[src/rtl/onehot_span_decoder.sv]
// Decodes a leftmost/rightmost one-hot word pair into binary bit indices and a
// contiguous span mask through a two-stage valid/ready pipeline.
module onehot_span_decoder #(
    parameter int WIDTH = 32
) (
    input  logic                     clk_i,
    input  logic                     srst_i,
    input  logic                     data_val_i,
    input  logic [WIDTH-1:0]         data_left_i,
    input  logic [WIDTH-1:0]         data_right_i,
    output logic                     data_rdy_o,
    output logic [$clog2(WIDTH)-1:0] left_idx_o,
    output logic [$clog2(WIDTH)-1:0] right_idx_o,
    output logic [WIDTH-1:0]         span_o,
    output logic                     zero_o,
    output logic                     err_o,
    output logic                     data_val_o,
    input  logic                     data_rdy_i
);

    localparam int IDX_W = $clog2(WIDTH);
    localparam logic [WIDTH-1:0] ALL_ZERO = {WIDTH{1'b0}};
    localparam logic [WIDTH-1:0] ALL_ONE  = {WIDTH{1'b1}};
    localparam logic [WIDTH-1:0] LSB_ONE  = {{(WIDTH-1){1'b0}}, 1'b1};
    localparam logic [IDX_W-1:0] IDX_ZERO = {IDX_W{1'b0}};
    localparam logic [IDX_W-1:0] IDX_TOP  = IDX_W'(WIDTH - 1);

    function automatic logic is_onehot(input logic [WIDTH-1:0] w);
        return (w != ALL_ZERO) && ((w & (w - LSB_ONE)) == ALL_ZERO);
    endfunction

    // OR-reduction of set-bit positions; exact only when w is one-hot.
    function automatic logic [IDX_W-1:0] enc_idx(input logic [WIDTH-1:0] w);
        logic [IDX_W-1:0] idx;
        idx = IDX_ZERO;
        for (int i = 0; i < WIDTH; i++) begin
            if (w[i]) begin
                idx = idx | IDX_W'(i);
            end else begin
                idx = idx;
            end
        end
        return idx;
    endfunction

    function automatic logic [WIDTH-1:0] span_mask(input logic [IDX_W-1:0] l,
                                                   input logic [IDX_W-1:0] r);
        return (ALL_ONE << r) & (ALL_ONE >> (IDX_TOP - l));
    endfunction

    logic             s1_val_q, s1_val_d;
    logic [WIDTH-1:0] s1_left_q, s1_left_d;
    logic [WIDTH-1:0] s1_right_q, s1_right_d;
    logic             s2_val_q, s2_val_d;
    logic [IDX_W-1:0] left_idx_q, left_idx_d;
    logic [IDX_W-1:0] right_idx_q, right_idx_d;
    logic [WIDTH-1:0] span_q, span_d;
    logic             zero_q, zero_d;
    logic             err_q, err_d;

    logic             s2_adv_s, s1_adv_s, in_xfer_s;
    logic             dec_zero_s, dec_err_s;
    logic [IDX_W-1:0] dec_l_idx_s, dec_r_idx_s;
    logic [WIDTH-1:0] dec_span_s;

    // Pipeline advance conditions and the upstream ready.
    always_comb begin
        s2_adv_s   = ~s2_val_q | data_rdy_i;
        s1_adv_s   = ~s1_val_q | s2_adv_s;
        data_rdy_o = srst_i & s1_adv_s;
        in_xfer_s  = data_val_i & data_rdy_o;
    end

    // Stage 1 captures the raw word pair on an input transfer.
    always_comb begin
        s1_val_d   = s1_val_q;
        s1_left_d  = s1_left_q;
        s1_right_d = s1_right_q;
        if (s1_adv_s) begin
            s1_val_d = in_xfer_s;
        end else begin
            s1_val_d = s1_val_q;
        end
        if (in_xfer_s) begin
            s1_left_d  = data_left_i;
            s1_right_d = data_right_i;
        end else begin
            s1_left_d  = s1_left_q;
            s1_right_d = s1_right_q;
        end
    end

    // Decode of the stage-1 pair; malformed or empty pairs give zero indices and span.
    always_comb begin
        logic l_oh, r_oh;
        logic [IDX_W-1:0] l_raw, r_raw;
        l_oh        = is_onehot(s1_left_q);
        r_oh        = is_onehot(s1_right_q);
        l_raw       = l_oh ? enc_idx(s1_left_q) : IDX_ZERO;
        r_raw       = r_oh ? enc_idx(s1_right_q) : IDX_ZERO;
        dec_zero_s  = (s1_left_q == ALL_ZERO) && (s1_right_q == ALL_ZERO);
        dec_err_s   = ~dec_zero_s && (~(l_oh && r_oh) || (l_raw < r_raw));
        dec_l_idx_s = IDX_ZERO;
        dec_r_idx_s = IDX_ZERO;
        dec_span_s  = ALL_ZERO;
        if (~dec_zero_s && ~dec_err_s) begin
            dec_l_idx_s = l_raw;
            dec_r_idx_s = r_raw;
            dec_span_s  = span_mask(l_raw, r_raw);
        end else begin
            dec_l_idx_s = IDX_ZERO;
            dec_r_idx_s = IDX_ZERO;
            dec_span_s  = ALL_ZERO;
        end
    end

    // Stage 2 output registers; a bubble loads zeros so no stale data lingers.
    always_comb begin
        s2_val_d    = s2_val_q;
        left_idx_d  = left_idx_q;
        right_idx_d = right_idx_q;
        span_d      = span_q;
        zero_d      = zero_q;
        err_d       = err_q;
        if (s2_adv_s) begin
            s2_val_d = s1_val_q;
            if (s1_val_q) begin
                left_idx_d  = dec_l_idx_s;
                right_idx_d = dec_r_idx_s;
                span_d      = dec_span_s;
                zero_d      = dec_zero_s;
                err_d       = dec_err_s;
            end else begin
                left_idx_d  = IDX_ZERO;
                right_idx_d = IDX_ZERO;
                span_d      = ALL_ZERO;
                zero_d      = 1'b0;
                err_d       = 1'b0;
            end
        end else begin
            s2_val_d = s2_val_q;
        end
    end

    // State update with synchronous active-low reset.
    always_ff @(posedge clk_i) begin
        if (!srst_i) begin
            s1_val_q    <= 1'b0;
            s1_left_q   <= ALL_ZERO;
            s1_right_q  <= ALL_ZERO;
            s2_val_q    <= 1'b0;
            left_idx_q  <= IDX_ZERO;
            right_idx_q <= IDX_ZERO;
            span_q      <= ALL_ZERO;
            zero_q      <= 1'b0;
            err_q       <= 1'b0;
        end else begin
            s1_val_q    <= s1_val_d;
            s1_left_q   <= s1_left_d;
            s1_right_q  <= s1_right_d;
            s2_val_q    <= s2_val_d;
            left_idx_q  <= left_idx_d;
            right_idx_q <= right_idx_d;
            span_q      <= span_d;
            zero_q      <= zero_d;
            err_q       <= err_d;
        end
    end

    assign data_val_o  = s2_val_q;
    assign left_idx_o  = left_idx_q;
    assign right_idx_o = right_idx_q;
    assign span_o      = span_q;
    assign zero_o      = zero_q;
    assign err_o       = err_q;

endmodule

[config.mk]
export PLATFORM = sky130hd
export DESIGN_NAME = onehot_span_decoder
export DESIGN_NICKNAME = d
export VERILOG_FILES = /design/src/rtl/onehot_span_decoder.sv
export SDC_FILE = /design/constraint.sdc
export NUM_CORES = 1
export LEC_CHECK = 0
export ABC_CLOCK_PERIOD_IN_PS = 6000
export BUFFER_PORTS_ARGS = -buffer_cell sky130_fd_sc_hd__buf_4
export CORE_MARGIN = 5
export CORE_UTILIZATION = 39
export DETAILED_ROUTE_END_ITERATION = 7
export SETUP_SLACK_MARGIN = 0.4
export SYNTH_ARGS = -nofsm -noshare
export SYNTH_HDL_FRONTEND = slang
export SYNTH_SLANG_ARGS = --single-unit
[constraint.sdc]
create_clock -name clk_i -period 6 [get_ports clk_i]
set_input_delay 1.2 -clock clk_i [delete_from_list [all_inputs] [get_ports clk_i]]
set_output_delay 1.2 -clock clk_i [all_outputs]
set_load 0.03 [all_outputs]
# Word-level counts from Yosys, hierarchy flattened
# Index checks and enable logic that the tools add are counted.
[word_totals] reg_bits=110 latchBits=0 mem_bits_rw=0 mem_bits_ro=0 inputBits=68 out_inout_bits=46 elab_cells=117 n_memories=0
[classes] n_addsub=3 n_mul=0 n_div=0 magnitude_cmp=1 eq_ne=0 shifts=2 muxes=77 n_bitwise=12 reduce_logical=13
[op_table] op="5-bit 2-to-1 mux" count=40
[op_table] op="32-bit logical NOT" count=4
[op_table] op="32-bit AND" count=3
[op_table] op="32-bit 2-to-1 mux" count=3
[op_table] op="4-bit 2-to-1 mux" count=16
[op_table] op="32-bit nonzero test" count=2
[op_table] op="32-bit by 1-bit subtractor with 32-bit output, second input constant" count=2
[op_table] op="32-bit by 5-bit << shifter with 32-bit output, first input constant" count=1
[op_table] op="32-bit by 5-bit right shift with 32-bit output, first input constant" count=1
[op_table] op="3-bit 2-to-1 mux" count=8
[op_table] op="2-bit 2-to-1 mux" count=4
[op_table] op="1-bit logical AND" count=6
[op_table] op="1-bit 2-to-1 mux" count=6
[op_table] op="5-bit < comparator" count=1
[op_table] op="1-bit inverter" count=5
[op_table] op="5-bit subtractor, first input constant" count=1
[op_table] op="1-bit AND" count=2
[op_table] op="1-bit bitwise OR" count=2
[op_table] op="1-bit logical OR" count=1

# Depth between registers and ports, before layout
# Gate-level depths: netlist (run 1).
[depth] word_depth=40 mapped_depth=19 mapped_depth_nobuf=15

# Least setup slack after synthesis (run 1)
# Ideal clock, no wire load.
[synth_path] path_type="reg2reg" start="register s1_right_q[2]" end="register span_q[8] (netlist: span_o[8])" setup_ps=70 arrival_ps=4404 required_ps=5930 path_slack_ps=1526 path_stages_with_launch=18 path_buffers=2 synth_period_minus_slack_ps=4474 cell_sequence="dfxtp_1 -> nor4_1 -> nand2_1 -> or2_2 -> o32ai_1 -> and4_1 -> and2_1 -> clkbuf_1 -> clkbuf_1 -> nand2_1 -> ha_1 -> a21o_1 -> a21oi_1 -> nor2b_1 -> o31ai_1 -> or4b_4 -> or4b_4 -> o21ai_1"
[synth_between] elab_chain_len=39 elab_cells_between_ends=51 classes_between="add/sub (1); order compare (1); shift (1); mux (34); bitwise (5); reduce/logical (9)"
[synth_lines] item="from (decl)" line="53" rtl="logic [WIDTH-1:0] s1_right_q, s1_right_d;"
[synth_lines] item="from (signal assigned)" line="160" rtl="s1_right_q <= s1_right_d;"
[synth_lines] item="2-bit 2-to-1 mux (2 in a row)" line="37" rtl="if (w[i]) begin"
[synth_lines] item="3-bit 2-to-1 mux (4 in a row)" line="37"
[synth_lines] item="4-bit 2-to-1 mux (8 in a row)" line="37"
[synth_lines] item="5-bit 2-to-1 mux (16 in a row)" line="37"
[synth_lines] item="5-bit 2-to-1 mux" line="100" rtl="r_raw = r_oh ? enc_idx(s1_right_q) : IDX_ZERO;"
[synth_lines] item="5-bit < comparator" line="102" rtl="dec_err_s = ~dec_zero_s && (~(l_oh && r_oh) || (l_raw < r_raw));"
[synth_lines] item="1-bit logical OR" line="102"
[synth_lines] item="1-bit logical AND" line="102"
[synth_lines] item="1-bit inverter" line="106" rtl="if (~dec_zero_s && ~dec_err_s) begin"
[synth_lines] item="1-bit logical AND" line="106"
[synth_lines] item="32-bit 2-to-1 mux (*)" line="106"
[synth_lines] item="32-bit 2-to-1 mux (*)" line="127" rtl="if (s1_val_q) begin"
[synth_lines] item="32-bit 2-to-1 mux (*)" line="125" rtl="if (s2_adv_s) begin"
[synth_lines] item="to (signal assigned)" line="164" rtl="span_q <= span_d;"
[synth_lines] item="to (decl)" line="57" rtl="logic [WIDTH-1:0] span_q, span_d;"
# Mark *: on every way between the ends. The rest lies on a longest branch, timed or not. The select of a mux whose other input is x is not followed.
# A chain may end at the register's enable or synchronous reset.

# Worst setup path in the final report (run 1)
[layout_path] start="register s1_left_q[4]" end="register span_q[22] (netlist: span_o[22])"
[layout_between] elab_chain_len=37 elab_cells_between_ends=50 classes_between="add/sub (2); order compare (1); shift (1); mux (32); bitwise (5); reduce/logical (9)"
[layout_lines] item="from (decl)" line="52" rtl="logic [WIDTH-1:0] s1_left_q, s1_left_d;"
[layout_lines] item="from (signal assigned)" line="159" rtl="s1_left_q <= s1_left_d;"
[layout_lines] item="parallel branches: the longest is 34 deep, another holds 4-bit 2-to-1 mux"
[layout_lines] item="32-bit 2-to-1 mux (*)" line="106"
[layout_lines] item="32-bit 2-to-1 mux (*)" line="127"
[layout_lines] item="32-bit 2-to-1 mux (*)" line="125"
# Every way passes the cells marked *. The select of a mux whose other input is x is not followed.

==> results of run 1 <==
==> cells in the final DEF (no fill, tap or decap), types with 3 or more instances in the layout <==
| cell type | instances |
|---|---|
| a211oi_1 | 4 |
| a21oi_1 | 18 |
| o32ai_1 | 9 |
| a22o_1 | 7 |
| o2111ai_1 | 3 |
| or2_2 | 5 |
| nand2_1 | 197 |
| o21ai_1 | 19 |
| nor3_1 | 22 |
| nor2b_1 | 6 |
| and3_1 | 4 |
| and4_1 | 3 |
| o41ai_1 | 3 |
| or3_1 | 8 |
| nor4_1 | 26 |
| inv_1 | 5 |
| nand4b_1 | 3 |
| dfxtp_1 | 110 |
| o31ai_1 | 15 |
| nand3_1 | 74 |
| or4_1 | 19 |
| maj3_1 | 4 |
| clkbuf_16 | 9 |
| nor2_1 | 42 |
| a31oi_1 | 4 |
| buf_4 | 117 |
| nand4_1 | 16 |
| ha_1 | 4 |
| and2_1 | 10 |
| or4_4 | 3 |
| nand3b_1 | 3 |
| o22ai_1 | 5 |
| nor3b_1 | 3 |
| o21ai_0 | 30 |
==> power by group <==
part | total, mW | internal [mW] | switching, mW
Sequential | 0.820 | 0.762 | 0.0575
Combinational | 0.297 | 0.122 | 0.175
Clock | 0.629 | 0.339 | 0.291
Total | 1.75 | 1.22 | 0.524
==> logic make-up after synthesis <==
| kind of cell | synth area share (%) |
|---|---|
| mux | 0.177 |
| flops | 39.0 |
| compound gates | 16.2 |
| buf+inv | 3.63 |
| fa+ha+maj | 1.59 |
| simple gates | 39.4 |
==> path summary, 6_finish.rpt <==
check / end / slack (ns) / cells after the start
setup / recovery: span_o[22] / 0.93 / 15
hold / removal: left_idx_o[4] / 0.44 / 2
setup reg to reg: span_o[22] / 0.93 / 15
hold reg to reg: left_idx_o[4] / 0.44 / 2
==> sequential cells by signal (all words and copies together) (netlist names) <==
name	flops
s1_left_q	32
s1_right_q	32
span_o	32
left_idx_o	5
right_idx_o	5
data_val_o	1
err_o	1
s1_val_q	1
zero_o	1
==> layer usage <==
| layer | GRT usage, % | vias up | wire, µm |
|---|---|---|---|
| met5 | 0 | - | 0 |
| li1 | - | 2968 | - |
| met1 | 32.3 | 2854 | 9200 |
| met3 | 3.07 | 22 | 1050 |
| met2 | 33.6 | 185 | 8330 |
| met4 | 7.14 | 0 | 335 |
==> synth_stat cells (5+ instances only) <==
cell type    n  area [µm²]
nand2_1    198         743
dfxtp_1    110        2200
nand3_1     74         370
nor2_1      42         158
clkbuf_1    40         150
o21ai_0     30         150
nor4_1      27         169
nor3_1      22         110
o21ai_1     19        95.1
or4_1       19         143
a21oi_1     18        90.1
nand4_1     16         100
o31ai_1     15         113
and2_1      11        68.8
o32ai_1      9        78.8
or3_1        8        50.1
a22o_1       7        61.3
nor2b_1      6        37.5
buf_2        5        25.0
inv_1        5        18.8
o22ai_1      5        31.3
or2_2        5        31.3
==> worst register-to-register path, cell delays in order (launching register included) <==
cell and delay, ns:
dfxtp_1 0.43, or4_1 0.52, or4_1 0.55, o31ai_1 0.37
nor4bb_1 0.34, nand4_1 0.19, nor4bb_2 0.54, and2_1 0.20
ha_1 0.15, a21o_1 0.11, a21oi_1 0.07, nor2b_1 0.11
o31ai_1 0.09, or4b_4 0.61, or3_1 0.52, o21ai_1 0.19
==> layout make-up <==
cell class | count | area (µm²) | share of cell area [%]
Clock inverter | 6 | 70.1 | 1.01
Multi-Input combinational cell | 604 | 3270 | 47.3
Clock buffer | 10 | 239 | 3.46
Tap cell | 184 | 230 | 3.33
Inverter | 5 | 18.8 | 0.272
Sequential cell | 110 | 2200 | 31.9
Timing Repair Buffer | 117 | 878 | 12.7
==> stage by stage <==
stage | util, % | area (µm²) | hold slack (ns)
CTS | 48.0 | 6900 | 0.442
floorplan | - | 5650 | 0.451
detailed placement | 45.9 | 6590 | 0.432
finish | 48.0 | 6900 | 0.445
global route | 48.0 | 6900 | 0.465
global placement | 45.9 | 6590 | 0.432
==> metrics.md, run 1 <==
| Metric | Value |
|---|---|
| Status | finished, final reports clean |
| DRT Wirelength | 18.9 mm |
| Largest net degree at the start of global routing | 74 |
| Async SR Flop Fraction | 0% |
| Non-filler cells, final | slightly above 1k |
| CTS tree | built |
| Vias in the first global route | 5,712 |
| Slew Viols, Final | 0 |
| # setup viols final | 0 |
| Max_slew headroom | 20.1% |
| Placed Cells incl. Taps | between 1k and 1.5k |
| Antenna violations before repair | 0 |
| Global Route Usage Sum | 22.1% |
| Final ANT Viol Nets | 0 |
| CTS resizes | 0 |
| CP startpoint | s1_left_q[4] |
| Worst-path clk slew | 0.08 ns |
| Diode count | 0 |
| Yosys reg bits | 110 |
| Wire per inst | 18.3 µm |
| Setup CP Type | flip-flop to flip-flop |
| GP Congestion | 0.989 |
| Power per cell area | 253 mW/mm² |
| First-pass GRT wire length | 30.1 mm |
| Fin nets | 919 |
| Port bufs | 113 |
| Syn Area/Cell | about 7.4 µm² |
| Yosys cell types | 56 |
| Clock latency on the worst-skew pair | 0.36 ns |
| YS warnings | 0 |
| CTS sink count | 110 |
| CP max stage cell | or4b_4 |
| Leakage | 2.91 nW |
| Worst-path fanout max | 9 |
| Vias | approximately 6k |
| Max Cap Viol | 0 |
| Fillers | 1,465 |
| Syn Std Cell Area | roughly 0.0057 mm² |
| Share of cells above drive strength 1 | around 18% |
| DR iter-0 viols | 565 |
| CP Cell Sequence | or4_1, or4_1, o31ai_1, nor4bb_1, nand4_1, nor4bb_2, and2_1, ha_1, a21o_1, a21oi_1, nor2b_1, o31ai_1, or4b_4, or3_1, o21ai_1 |
| Initial Util | 39.3% |
| Die H | 130 µm |
| Post-synth EDFFs | 0 |
| Grt ovf | 0 |
| P&R area growth vs syn | 22.2% |
| Core Rows | 44 |
| Worst path top cell family by delay | simple AND/OR/NAND/NOR gates |
| Slew at the pin with the worst max-slew slack | 1.19 ns |
| 1st-pass router iterations | 5 |
| Deepest clock path buffer count | 2 |
| Startpoint Class | flip-flop |
| CP endpoint kind | flip-flop |
| Buf/Inv on CP | 0 |
| Num CTS Buffers | 9 |
| Final setup TNS | 0 ns |
| DRC violations left | 0 |
| Period utilisation layout | 84.5% |
| Worst path required time | 6.28 ns |
| Final HPWL DP | roughly 14 mm |
| Critical Path Max Stage Delay | roughly 0.61 ns |
| Worst EP arrival | 5.35 ns |
| Syn Nets | 839 |
| Crit Reg-Reg Startpoint | s1_left_q[4] |
| Final Worst Setup Slack | 0.933 ns |
| RSZ-0062 raised after global routing | no |
| Total die area | 0.0170 mm² |
| CTS Root Cell | clkbuf_16 |
| Period minus WS final | 5.07 ns |
| Seq/Total Area, Yosys | 39.0% |
| Die width | 130 µm |
| Pwr Total | 1.75 mW |
| Pre-CTS WS | slightly below 0.9 ns |
| CORE AREA | about 0.014 mm² |
| Vias per cell | 5.82 |
| Postcts setup bufs | 0 |
| Clk_skew | 0.0127 ns |
| Final Hold Viols | 0 |
| Hold_sp | left_idx_o[4] |
| Hold Path Class | flip-flop to flip-flop |
| Cells after Synth | 767 |
| Achievable Freq | 0.197 GHz |
| # IOs | roughly 110 |
| Post-CTS Hold Fix Bufs | 0 |
| VDD IR max | about 0.15 mV |
| Main synth FF type | dfxtp_1 |
| H-tree depth | 3 |
(Power assumes the default switching activity.)
==> run 2, diff against run 1 <==
--- a/config.mk
+++ b/config.mk
@@ -5,7 +5,7 @@
 export SDC_FILE = /design/constraint.sdc
 export NUM_CORES = 1
 export LEC_CHECK = 0
-export ABC_CLOCK_PERIOD_IN_PS = 6000
+export ABC_CLOCK_PERIOD_IN_PS = 4800
 export BUFFER_PORTS_ARGS = -buffer_cell sky130_fd_sc_hd__buf_4
 export CORE_MARGIN = 5
 export CORE_UTILIZATION = 39
==> constraint.sdc (replaced) <==
create_clock -name clk_i -period 4.8 [get_ports clk_i]
set_input_delay 0.96 -clock clk_i [delete_from_list [all_inputs] [get_ports clk_i]]
set_output_delay 0.96 -clock clk_i [all_outputs]
set_load 0.03 [all_outputs]
==> metrics.md, run 2 (synthesis results as in run 1) <==
| Metric | Value |
|---|---|
| CP max stage cell | or4_4 |
| Critical Path Max Stage Delay | slightly below 0.6 ns |
| CP dominant cell by count | or4_4 |
| Status | finished, final reports clean |
| Max_slew headroom | a little over a fifth |
| # setup viols final | 0 |
| Clk_skew | ~0.0084 ns |
| Diode count | 0 |
| GP Congestion | 0.939 |
| DRT Wirelength | 19.5 mm |
| Final HPWL DP | 14.9 mm |
| Vias per cell | 5.82 |
| Vias in the first global route | 5,875 |
| CP Cell Sequence | or4_4, or4_4, or4_4, a21oi_2, nor4bb_4, and2_1, ha_1, a21o_1, a21oi_1, nor2b_1, o31ai_2, or4b_4, or4b_4, o21ai_1 |
| Worst-path fanout max | 5 |
| Final Worst Setup Slack | 0.268 ns |
| Share of cells above drive strength 1 | 24.6% |
| CORE AREA | 0.0144 mm² |
| P&R area growth vs syn | 29.3% |
| CTS sink count | 110 |
| CTS Root Cell | clkbuf_16 |
| Commonest non-fill, non-tap cell in the layout | nand2_1 |
| # IOs | ~110 |
| Slew at the pin with the worst max-slew slack | around 1.2 ns |
| Worst path required time | 5.10 ns |
| Port bufs | ~110 |
| Largest net degree at the start of global routing | between 70 and 80 |
| Period utilisation layout | 94.4% |
| CTS tree | built |
| Fillers | 1,458 |
| Commonest cells after routing, fill and taps aside | 197 x nand2_1, 157 x buf_4, 108 x dfxtp_1 |
| Antenna violations before repair | 0 |
| First-pass GRT wire length | 31.0 mm |
| Die width | roughly 130 µm |
| 1st-pass router iterations | 6 |
| CP startpoint | s1_left_q[15] |
| CP endpoint kind | flip-flop |
| Period minus WS final | roughly 4.5 ns |
| Final setup TNS | 0 ns |
| VDD IR max | 0.165 mV |
| Startpoint Class | flip-flop |
| Num CTS Buffers | 9 |
| Achievable Freq | 0.221 GHz |
| Deepest clock path buffer count | 2 |
| Clock latency on the worst-skew pair | roughly 0.36 ns |
| Wire per inst | 18.2 µm |
| Reg area | 0.00221 mm² |
| Leakage | 3.17 nW |
| Die H | approximately 130 µm |
| Global Route Usage Sum | 23.0% |
| Crit Reg-Reg Startpoint | s1_left_q[15] |
| Max Cap Viol | 0 |
| Pre-CTS WS | 0.0282 ns |
| Initial Util | 39.3% |
| H-tree depth | 3 |
| Power per cell area | 298 mW/mm² |
| Grt met3 use | 4.01% |
| Total die area | 0.0170 mm² |
| Hold Path Class | flip-flop to flip-flop |
| Slew Viols, Final | 0 |
| Met1 GRT Util | 33.3% |
| Area of the multi-input gates | 0.00340 mm² |
| Fin nets | 959 |
| Worst-path clk slew | 0.07 ns |
| DRC violations left | 0 |
| Final ANT Viol Nets | 0 |
| Final Hold Viols | 0 |
| Vias | 6,253 |
| Setup CP Type | flip-flop to flip-flop |
| Worst EP arrival | 4.83 ns |
| RSZ-0062 raised after global routing | yes |
| Core Rows | 44 |
| Most Crowded Layer GR | met2 |
| Grt ovf | 0 |
| Hold_sp | left_idx_o[4] |
| DR iter-0 viols | roughly 500 |
| M2 GR Usage | 35.1% |
[run 2: cell types whose count changed in the layout (fill, tap and decap cells not counted), sizes merged]
cell / change
clkinv: +1
buf: +40
clkinvlp: -1
bufinv: -1
[run 2: routing by layer]
metal | vias up | part of all wire [%]
li1 | 3038 | -
met1 | 2948 | 47
met2 | 241 | 45
met3 | 26 | 6.8
met4 | 0 | 1.5
met5 | - | 0
[run 2: per-stage QoR]
stage | total power, mW | area, µm² | hold WS [ns] | instances | utilization (%)
3_5_place_dp | 1.44 | 6820 | 0.432 | 1050 | 47.5
2_1_floorplan | 1.27 | 5660 | 0.451 | 767 | -
3_3_place_gp | 1.44 | 6820 | 0.434 | 1050 | 47.5
5_1_grt | 2.27 | 7310 | 0.470 | 1075 | 50.9
6_report | 2.18 | 7310 | 0.436 | 1075 | 50.9
4_1_cts | 2.18 | 7240 | 0.442 | 1072 | 50.4
[run 2: where the power goes]
group / internal [mW] / leakage, nW / total (mW) / switching, mW
sequential: 0.953 / 0.902 / 1.01 / 0.0559
clock: 0.365 / 0.135 / 0.720 / 0.355
combinational: 0.198 / 2.13 / 0.452 / 0.255
total: 1.51 / 3.17 / 2.18 / 0.666
[run 2: path summary, 6_finish.rpt]
check                                      to  slack, ns  cells after the start
worst max-delay path               span_o[12]       0.27                     14
worst min-delay path            left_idx_o[4]       0.44                      2
worst max register to register     span_o[12]       0.27                     14
worst min register to register  left_idx_o[4]       0.44                      2
[run 2: worst max-delay path: cells and delay by family (launching register included)]
kind	cells	cell delay, ns
DFF	1	0.32
adders and majority gates	1	0.15
AOI/OAI and AO/OA	5	0.57
and+or+nand+nor	8	3.43
[run 2: cell type report]
type,count,area share (%)
clock inverters,5,0.479
repair buffers,157,16.1
well taps,184,3.15
clock buffers,10,3.27
multi-input cells,604,46.5
flip-flops and latches,110,30.2
inverters,5,0.257
[run 2: timing repair]
action	4_1_cts	5_1_grt
gates resized for setup	22	14
hold buffers	0	0
cloned	0	0
setup endpoints to repair	40	37
pin swaps	15	16
buffers inserted	7	3
